===== src/rtl/pipe_stage_reg.sv =====
// -----------------------------------------------------------------------------
// pipe_stage_reg
//
// Elastic pipeline register placed between processor stages. It has a
// valid/ready handshake on both sides and a 2-entry store: a main register M
// that always drives DataOutput, and a skid register S that catches the one
// extra beat accepted in the cycle the downstream stalls. InReady is decoded
// from the registered state only, so a stall moves back one stage per cycle
// and never forms a combinational ready chain.
//
// Handshake: a transfer happens on a posedge of CLK when valid and ready are
// both 1 on that side. The producer may not assume acceptance without ready.
// While OutValid=1 and OutReady=0, OutValid and DataOutput stay constant.
//
// Optional feature: define PIPE_STAGE_STALLCNT_EN to add the StallCount output.
// It is a saturating 16-bit count of cycles with OutValid=1 and OutReady=0.
// Only Reset clears it; Flush does not.
//
// Parameters:
//   Widht       payload width in bits (>=1)
//   ResetValue  value loaded into M and S on Reset
//
// Ports:
//   CLK         clock, all state updates on posedge
//   Reset       synchronous, active-high reset; overrides everything
//   Flush       synchronous discard of all held entries
//   InValid     upstream presents DataInput
//   InReady     stage can accept (registered decode of state)
//   DataInput   upstream payload
//   OutValid    DataOutput holds a valid entry
//   OutReady    downstream accepts DataOutput this cycle
//   DataOutput  head payload, driven from M
//   StallCount  saturating stall counter (PIPE_STAGE_STALLCNT_EN only)
//   DbgState    current FSM state: 0 EMPTY, 1 FULL, 2 SKID
// -----------------------------------------------------------------------------
module pipe_stage_reg #(
  parameter int                Widht      = 32,
  parameter logic [Widht-1:0]  ResetValue = '0
) (
  input  logic              CLK,
  input  logic              Reset,
  input  logic              Flush,
  input  logic              InValid,
  output logic              InReady,
  input  logic [Widht-1:0]  DataInput,
  output logic              OutValid,
  input  logic              OutReady,
  output logic [Widht-1:0]  DataOutput,
`ifdef PIPE_STAGE_STALLCNT_EN
  output logic [15:0]       StallCount,
`endif
  output logic [1:0]        DbgState
);

  typedef enum logic [1:0] {
    ST_EMPTY = 2'b00,
    ST_FULL  = 2'b01,
    ST_SKID  = 2'b10
  } state_t;

  state_t            r_state;
  state_t            w_state_nxt;
  logic [Widht-1:0]  r_main;
  logic [Widht-1:0]  r_skid;
  logic              w_load_main;
  logic              w_main_from_skid;
  logic              w_load_skid;
  logic              w_out_valid;
  logic              w_in_ready;

  // Outputs depend on the registered state only. The unused encoding 2'b11
  // reads as neither valid nor ready, and the next-state logic leaves it
  // for EMPTY on the following edge.
  assign w_out_valid = (r_state == ST_FULL) || (r_state == ST_SKID);
  assign w_in_ready  = (r_state == ST_EMPTY) || (r_state == ST_FULL);

  assign OutValid   = w_out_valid;
  assign InReady    = w_in_ready;
  assign DataOutput = r_main;
  assign DbgState   = r_state;

  always_comb begin
    w_state_nxt      = ST_EMPTY;
    w_load_main      = 1'b0;
    w_main_from_skid = 1'b0;
    w_load_skid      = 1'b0;

    case (r_state)
      ST_EMPTY: begin
        if (InValid) begin
          w_load_main = 1'b1;
          w_state_nxt = ST_FULL;
        end else begin
          w_state_nxt = ST_EMPTY;
        end
      end
      ST_FULL: begin
        case ({InValid, OutReady})
          2'b11: begin
            // The head leaves and the new beat replaces it in the same cycle.
            w_load_main = 1'b1;
            w_state_nxt = ST_FULL;
          end
          2'b10: begin
            // Downstream stalled: park the accepted beat behind the head.
            w_load_skid = 1'b1;
            w_state_nxt = ST_SKID;
          end
          2'b01:   w_state_nxt = ST_EMPTY;
          default: w_state_nxt = ST_FULL;
        endcase
      end
      ST_SKID: begin
        if (OutReady) begin
          w_load_main      = 1'b1;
          w_main_from_skid = 1'b1;
          w_state_nxt      = ST_FULL;
        end else begin
          w_state_nxt = ST_SKID;
        end
      end
      default: w_state_nxt = ST_EMPTY;
    endcase

    // Flush drops whatever is held and any beat offered in the same cycle.
    if (Flush) begin
      w_state_nxt      = ST_EMPTY;
      w_load_main      = 1'b0;
      w_main_from_skid = 1'b0;
      w_load_skid      = 1'b0;
    end
  end

  always_ff @(posedge CLK) begin
    if (Reset) begin
      r_state <= ST_EMPTY;
      r_main  <= ResetValue;
      r_skid  <= ResetValue;
    end else begin
      r_state <= w_state_nxt;
      if (w_load_main) begin
        r_main <= w_main_from_skid ? r_skid : DataInput;
      end
      if (w_load_skid) begin
        r_skid <= DataInput;
      end
    end
  end

`ifdef PIPE_STAGE_STALLCNT_EN
  logic [15:0] r_stall_cnt;

  always_ff @(posedge CLK) begin
    if (Reset) begin
      r_stall_cnt <= 16'h0000;
    end else if (w_out_valid && !OutReady && (r_stall_cnt != 16'hFFFF)) begin
      r_stall_cnt <= r_stall_cnt + 16'h0001;
    end
  end

  assign StallCount = r_stall_cnt;
`endif

endmodule


===== config.mk =====
export PLATFORM = sky130hd
export DESIGN_NAME = pipe_stage_reg
export DESIGN_NICKNAME = d
export VERILOG_FILES = /design/src/rtl/pipe_stage_reg.sv
export SDC_FILE = /design/constraint.sdc
export NUM_CORES = 1
export LEC_CHECK = 0
export BUFFER_PORTS_ARGS = -buffer_cell sky130_fd_sc_hd__buf_2
export CAP_MARGIN = 10
export CORE_MARGIN = 1.5
export CORE_UTILIZATION = 53
export DETAILED_ROUTE_END_ITERATION = 12
export HOLD_SLACK_MARGIN = 0.1
export PLACE_DENSITY = 0.9
export SKIP_LAST_GASP = 1
export SYNTH_ARGS = -nofsm -noshare
export SYNTH_HDL_FRONTEND = slang
export SYNTH_SLANG_ARGS = --single-unit

===== constraint.sdc =====
create_clock -name CLK -period 2 [get_ports CLK]
set_input_delay 0.2 -clock CLK [delete_from_list [all_inputs] [get_ports CLK]]
set_output_delay 0.2 -clock CLK [all_outputs]
set_load 0.01 [all_outputs]

# Word-level counts from Yosys, hierarchy flattened
# Cells that the tools add are included.
dict set report op_classes {
  n_eq_ne 5
  muxes 15
  n_reduce_logical 4
}
# cell count
set op_table {}
lappend op_table {{$mux 32} 1}
lappend op_table {{$mux 1} 10}
lappend op_table {{$eq 2x2->1 const B} 3}
lappend op_table {{$pmux 2 s3} 1}
lappend op_table {{$eq 2x1->1 const B} 2}
lappend op_table {{$pmux 2 s2} 1}
lappend op_table {{$pmux 1 s3} 1}
lappend op_table {{$logic_not 2->1} 1}
lappend op_table {{$logic_or 1x1->1} 2}
lappend op_table {{$mux 2} 1}
lappend op_table {{$reduce_or 2->1} 1}
dict set report totals {
  regBits 66
  out_inout_bits 36
  word_cells 27
}

# Depth between registers and ports, before layout
# Gate-level depths: netlist of the first run.
dict set report logic_depth {
  word_depth 4
  depth_mapped 7
  mapped_depth_nobuf 5
}

# Worst setup path after synthesis of the first run
# No wires, ideal clock.
dict set report synth_timing {
  path_kind {flip-flop to flip-flop}
  start {register r_state[0] (netlist: DbgState[0])}
  end {register r_main[17] (netlist: DataOutput[17])}
  arrival_ns 1.505
  slack_ns 0.408
  stages_incl_launch_ff 8
  n_path_buf 2
  synth_period_minus_slack_ns 1.592
  path_cell_list {dfxtp_1 inv_1 ha_1 a22oi_1 or3_1 buf_2 buf_6 a221oi_2}
}
dict set report synth_between {
  elab_chain_cells 4
  elab_cells_between_ends 8
  cone_classes {eq/ne (2); mux (5); reduce/logical (1)}
}
# element line
set synth_lines {}
lappend synth_lines {{from (decl)} 61} ;# state_t r_state;
lappend synth_lines {{from (signal assigned)} 140} ;# r_state <= w_state_nxt;
lappend synth_lines {{$eq 2x2->1} 88} ;# case (r_state)
lappend synth_lines {{$mux 1} 88}
lappend synth_lines {{$mux 1} 126} ;# if (Flush) begin
lappend synth_lines {{$mux 32} 142} ;# r_main <= w_main_from_skid ? r_skid : DataInput;
lappend synth_lines {{to (signal assigned)} 137} ;# r_main <= ResetValue;
lappend synth_lines {{to (signal assigned)} 142}
lappend synth_lines {{to (decl)} 63} ;# logic [Widht-1:0] r_main;
# Parallel ways exist; a longest one is shown, timed or not.
# A chain may end at the register's enable or synchronous reset.

# Final worst setup path of the first run
dict set report layout_timing {
  start {register r_state[0] (netlist: DbgState[0])}
  end {register r_main[2] (netlist: DataOutput[2])}
}
# The elaborated chain is that of the path after synthesis.

==> impl_metrics.yaml, run 1 <==
die:
  rows: 27
  die_h_um: 78.4
  core_area_um2: 5510
  dieArea_um2: 6140
  ios: 73
  fp.dieW_um: 78.4
  start_util_pct: 54.7
setup_path:
  crit_path_end_kind: "flop"
  path_class: "flop to flop"
  rr_endpoint: "DataOutput[2]"
  crit_arrival_ps: 2130
  crit_path_start_kind: "flop"
  crit_fanout: 18
  ff2ff_setup_slack_ps: 120
  r2r_cells: 5
  r2r_start: "DbgState[0]"
  worstPathRequired_ps: 2240
drt:
  dr.pass1.iters: 4
  routedWlPerCell_um: 15.3
  postRouteAntennaNets: 0
  num_vias: 2549
  drcViolationCount: 0
  vias_per_cell: 5.51
  drtIter0Drc: 113
  routed_wl_mm: 7.07
finish:
  regArea_um2: 1320
  num_antenna_cells: 0
  area_growth_pct: 24.0
  multi_input_area_um2: 1520
  fin_area_um2: 3730
  nFillCells: 430
  final_layout_size_suffix_gt1_share_pct: 36.3
  fin_nets: 430
cts:
  ctsHtreeMaxLevel: 3
  cts_buffers: 9
  clockBufferDepth: 2
  clockRootBuffer: "clkbuf_8"
  cts_sinks: 66
  clk_pin_slew_worst_paths_ps: 70
  cts_tree: "yes"
  clock_latency_ps: 340
power:
  leakage_nw: 1.69
  vdd_drop_max_v: 0.000476
  p_per_area_nw_per_um2: 801
sta:
  fin_crit_sh_pct: 94.2
  hold_violations: 0
  slew_violations: 0
  max_slew.worst_pin.slew_ps: 652
  fmax_ghz: 0.531
  setup_ws_ps: 116
  skew_ps: 7.05
  rsz0062_at_grt: "no"
  max_slew_margin_pct: 56.5
  layout_min_cycle_time_ps: 1880
  setup_violations: 0
global_route:
  gr-total-overflow: 0
  grt_usage_pct: 24.1
  grt_max_degree: 41
  grt_pass1_vias: 2552
  grt_pass1_wl_mm: 11.6
  antenna_found_initial: 0
hold_path:
  hp-class: "primary input to flop"
  whs_path_depth: 3
  hold_start: "DataInput[28]"
  worstHoldEndpoint: "r_skid[28]"
synth:
  synth_edf_count: 0
  synth.distinct_cells: 23
  synth_cells: 310
  synth-seq-area-share_pct: 43.9
  async_reset_ff_share_pct: 0
  ys_seq_elements: 66
  syn_area_per_cell_um2: 9.71
  synth_area_um2: 3010
  synth_nets: 354
  ys_warn_count: 0
  ys_dominant_reg_cell: "dfxtp_1"
place:
  dp_hpwl_mm: 4.78
  numPortBuffers: 72
  placed_area_um2: 3460
  gp_congestion: 0.737
  pre_cts_slack_ps: -145
status:
  status: "finished, final reports clean"
flow_run:
  cap_violations: 0
## how the worst max path moves through the flow
stage	startpoint	endpoint	slack [ps]	cells after the start
after floorplan	DbgState[0]	DataOutput[17]	410	7
after global placement	DbgState[0]	DataOutput[14]	-50	6
after detailed placement	DbgState[0]	DataOutput[14]	-140	6
after CTS	DbgState[0]	DataOutput[2]	110	5
after global routing	DbgState[0]	DataOutput[16]	4	7
final	DbgState[0]	DataOutput[2]	120	5
## placed cells by master, fill, tap and decap left out
master and instances:
or3_2 1, buf_4 16, a221oi_1 1, nor2_1 32, nand3b_1 2, dlygate4sd3_1 3, a22oi_1 2, clkinvlp_4 2
a2111oi_0 1, inv_1 3, mux2i_1 32, clkinv_4 1, a211oi_4 1, buf_2 72, bufinv_16 2, dfxtp_1 66
nor4bb_4 1, or2_2 1, buf_12 3, clkinv_2 2, and3b_1 1, nor4_1 1, a21oi_1 32, a221oi_2 31
nand2_1 66, ha_1 7, clkbuf_8 9
## metal layers
| layer | up-vias | wire length [µm] | global-route usage (%) |
|---|---|---|---|
| met3 | 8 | 347 | 6.16 |
| met1 | 1224 | 3080 | 28.4 |
| met4 | 0 | 76 | 8.21 |
| met5 | - | 0 | 0 |
| met2 | 75 | 3560 | 42.4 |
| li1 | 1242 | - | - |
## power by group
group	internal [mW]	total, mW	switching [mW]
Sequential	1.37	1.40	0.0296
Combinational	0.165	0.374	0.209
Clock	0.699	1.22	0.520
Total	2.23	2.99	0.759
## cell usage after synthesis, drive strengths merged, types with 2 or more instances
| master | n | share of area (%) |
|---|---|---|
| ha | 7 | 2.9 |
| buf | 18 | 4.8 |
| mux2i | 32 | 11 |
| inv | 3 | 0.37 |
| a22oi | 2 | 0.50 |
| a21oi | 32 | 5.3 |
| nand2 | 66 | 8.2 |
| nor2 | 32 | 4.0 |
| clkbuf | 11 | 1.4 |
| nand3b | 2 | 0.50 |
| dfxtp | 66 | 44 |
| a221oi | 32 | 16 |
## cells by family (layout without fill, tap and decap cells)
| family | after synthesis | in the layout | synth area share, % |
|---|---|---|---|
| simple gates | 105 | 105 | 14.0 |
| compound gates | 68 | 68 | 22.1 |
| flops | 66 | 66 | 43.9 |
| mux | 32 | 32 | 10.6 |
| buf+inv | 32 | 113 | 6.53 |
| fa+ha+maj | 7 | 7 | 2.91 |
## metrics by stage
stage / total power, mW / hold WS, ps / TNS [ps] / instances / utilization (%)
floorplan: 1.64 / 279 / 0 / 310 / -
CTS: 3.01 / 101 / 0 / 463 / 67.7
detailed placement: 1.79 / 446 / -1910 / 442 / 62.9
global route: 3.11 / 101 / 0 / 463 / 67.8
finish: 2.99 / 112 / 0 / 463 / 67.8
global placement: 1.78 / 440 / -316 / 442 / 62.9
## layout make-up
class                      instances  share of cell area, %
clock buffer                       9                   3.32
clock inverter                     7                   2.51
inverter                           3                  0.302
multi-input combinational        212                   40.8
sequential                        66                   35.4
tap                               72                   2.41
timing repair buffer              94                   15.3
## worst max-delay path: stages (launching register included)
cell,delay (ps)
dfxtp_1,340
ha_1,260
buf_4,170
or3_2,490
buf_4,260
a221oi_2,280
## state kept, by name (all words and copies together) (netlist names)
signal      flops
DataOutput     32
r_skid         32
DbgState        2
## timing repair
action                                  4_1_cts  5_1_grt
buffers inserted                              2        0
pin swaps                                     1        0
resized for setup                             0        1
hold buffers                                  3        0
endpoints found under the setup margin       19        1
endpoints found under the hold margin         3        0
Note: power is estimated with default switching activity, not from simulation.
==> run 2, diff against run 1 <==
--- a/config.mk
+++ b/config.mk
@@ -7,11 +7,13 @@
 export LEC_CHECK = 0
 export BUFFER_PORTS_ARGS = -buffer_cell sky130_fd_sc_hd__buf_2
 export CAP_MARGIN = 10
+export CELL_PAD_IN_SITES_DETAIL_PLACEMENT = 2
+export CELL_PAD_IN_SITES_GLOBAL_PLACEMENT = 2
 export CORE_MARGIN = 1.5
-export CORE_UTILIZATION = 53
+export CORE_UTILIZATION = 32
 export DETAILED_ROUTE_END_ITERATION = 12
 export HOLD_SLACK_MARGIN = 0.1
-export PLACE_DENSITY = 0.9
+export PLACE_DENSITY = 0.89
 export SKIP_LAST_GASP = 1
 export SYNTH_ARGS = -nofsm -noshare
 export SYNTH_HDL_FRONTEND = slang
==> impl_metrics.yaml, run 2 (synthesized netlist as in run 1, its figures left out) <==
power:
  leakage_nw: 1.71
  p_per_area_nw_per_um2: 766
  vdd_drop_max_v: 0.000288
finish:
  area_growth_pct: 29.3
  fin_nets: 440
  fin_cells: 512
  mostFrequentLayoutCells: "buf_2 (72), dfxtp_1 (66), nand2_1 (66)"
  num_antenna_cells: 0
  nFillCells: 1014
  fin_area_um2: 3890
  final_layout_size_suffix_gt1_share_pct: 33.4
  final_common_cell: "buf_2"
cts:
  clock_latency_ps: 360
  clk_pin_slew_worst_paths_ps: 90
  post_cts_resized: 0
  cts_tree: "yes"
  clockBufferDepth: 2
  cts_sinks: 66
  ctsHtreeMaxLevel: 3
  clockRootBuffer: "clkbuf_8"
  cts_buffers: 9
setup_path:
  path_class: "flop to flop"
  crit_path_start_kind: "flop"
  crit_path_end_kind: "flop"
  worstPathRequired_ps: 2260
  crit_fanout: 9
  ff2ff_setup_slack_ps: 100
  crit_arrival_ps: 2160
drt:
  num_vias: 2691
  drcViolationCount: 0
  drtIter0Drc: 72
  postRouteAntennaNets: 0
  routed_wl_mm: 9.52
  dr.pass1.iters: 4
  vias_per_cell: 5.26
  routedWlPerCell_um: 18.6
die:
  rows: 35
  fp.dieW_um: 100
  start_util_pct: 32.7
  ios: 73
  core_area_um2: 9200
  die_h_um: 100
  dieArea_um2: 10000
sta:
  fin_crit_sh_pct: 95.0
  max_slew_margin_pct: 52.3
  setup_ws_ps: 100
  fmax_ghz: 0.526
  layout_min_cycle_time_ps: 1900
  rsz0062_at_grt: "no"
  whs_ps: 113
  skew_ps: 13.5
  setup_violations: 0
  fin_tns_setup_ps: 0
  slew_violations: 0
  hold_violations: 0
  max_slew.worst_pin.slew_ps: 716
place:
  pre_cts_slack_ps: 150
  numPortBuffers: 72
  gp_congestion: 0.721
  dp_cells: 476
  dp_hpwl_mm: 6.36
  placed_area_um2: 3490
global_route:
  grt_pass1_wl_mm: 15.4
  grt_max_degree: 39
  grt_usage_pct: 20.4
  gr-total-overflow: 0
  grt_pass1_vias: 3000
  antenna_found_initial: 0
hold_path:
  hp-class: "primary input to flop"
status:
  status: "finished, final reports clean"
flow_run:
  cap_violations: 0
==> run 2: power by group <==
group	internal, mW	leakage (nW)	total (mW)	switching (mW)
registers	1.37	0.538	1.40	0.0336
logic	0.184	1.08	0.409	0.225
clock network	0.583	0.0921	1.17	0.584
==> run 2: final timing paths <==
check	startpoint	endpoint	cells after the start
max	DbgState[0]	DataOutput[11]	6
max reg2reg	DbgState[0]	DataOutput[11]	6
min	DataInput[3]	r_skid[3]	3
min reg2reg	r_skid[30]	r_skid[30]	2
==> run 2: area by class of cell <==
| cell class | instances | area (µm²) | share of cell area, % |
|---|---|---|---|
| clock inverter | 7 | 78.8 | 2.03 |
| multi-input combinational | 212 | 1520 | 39.0 |
| sequential | 66 | 1320 | 34.0 |
| timing repair buffer | 104 | 701 | 18.0 |
| inverter | 3 | 11.3 | 0.289 |
| clock buffer | 9 | 124 | 3.18 |
| tap | 111 | 139 | 3.57 |
==> run 2: repair_timing <==
item | in CTS | in global routing
hold buffers | 20 | 0
hold endpoints to repair | 20 | 0
setup buffers | 0 | 0
==> run 2: layer usage <==
layer / GRT usage, % / share of wire (%) / vias to the layer above
met2: 38.6 / 54 / 57
met3: 2.65 / 2.8 / 15
met1: 22.6 / 41 / 1352
met5: 0 / 0 / -
li1: - / - / 1267
met4: 8.88 / 2.2 / 0
==> run 2: stage by stage <==
step / util, % / power [mW]
floorplan: - / 1.64
global placement: 37.9 / 1.79
detailed placement: 37.9 / 1.81
CTS: 42.3 / 3.02
global route: 42.3 / 3.12
finish: 42.3 / 2.98
==> run 2: worst max-delay path, stage by stage (launching register included) <==
cell,delay (ps)
dfxtp_1,350
inv_1,90
ha_1,210
a22oi_1,150
or3_2,490
buf_4,220
a221oi_2,290
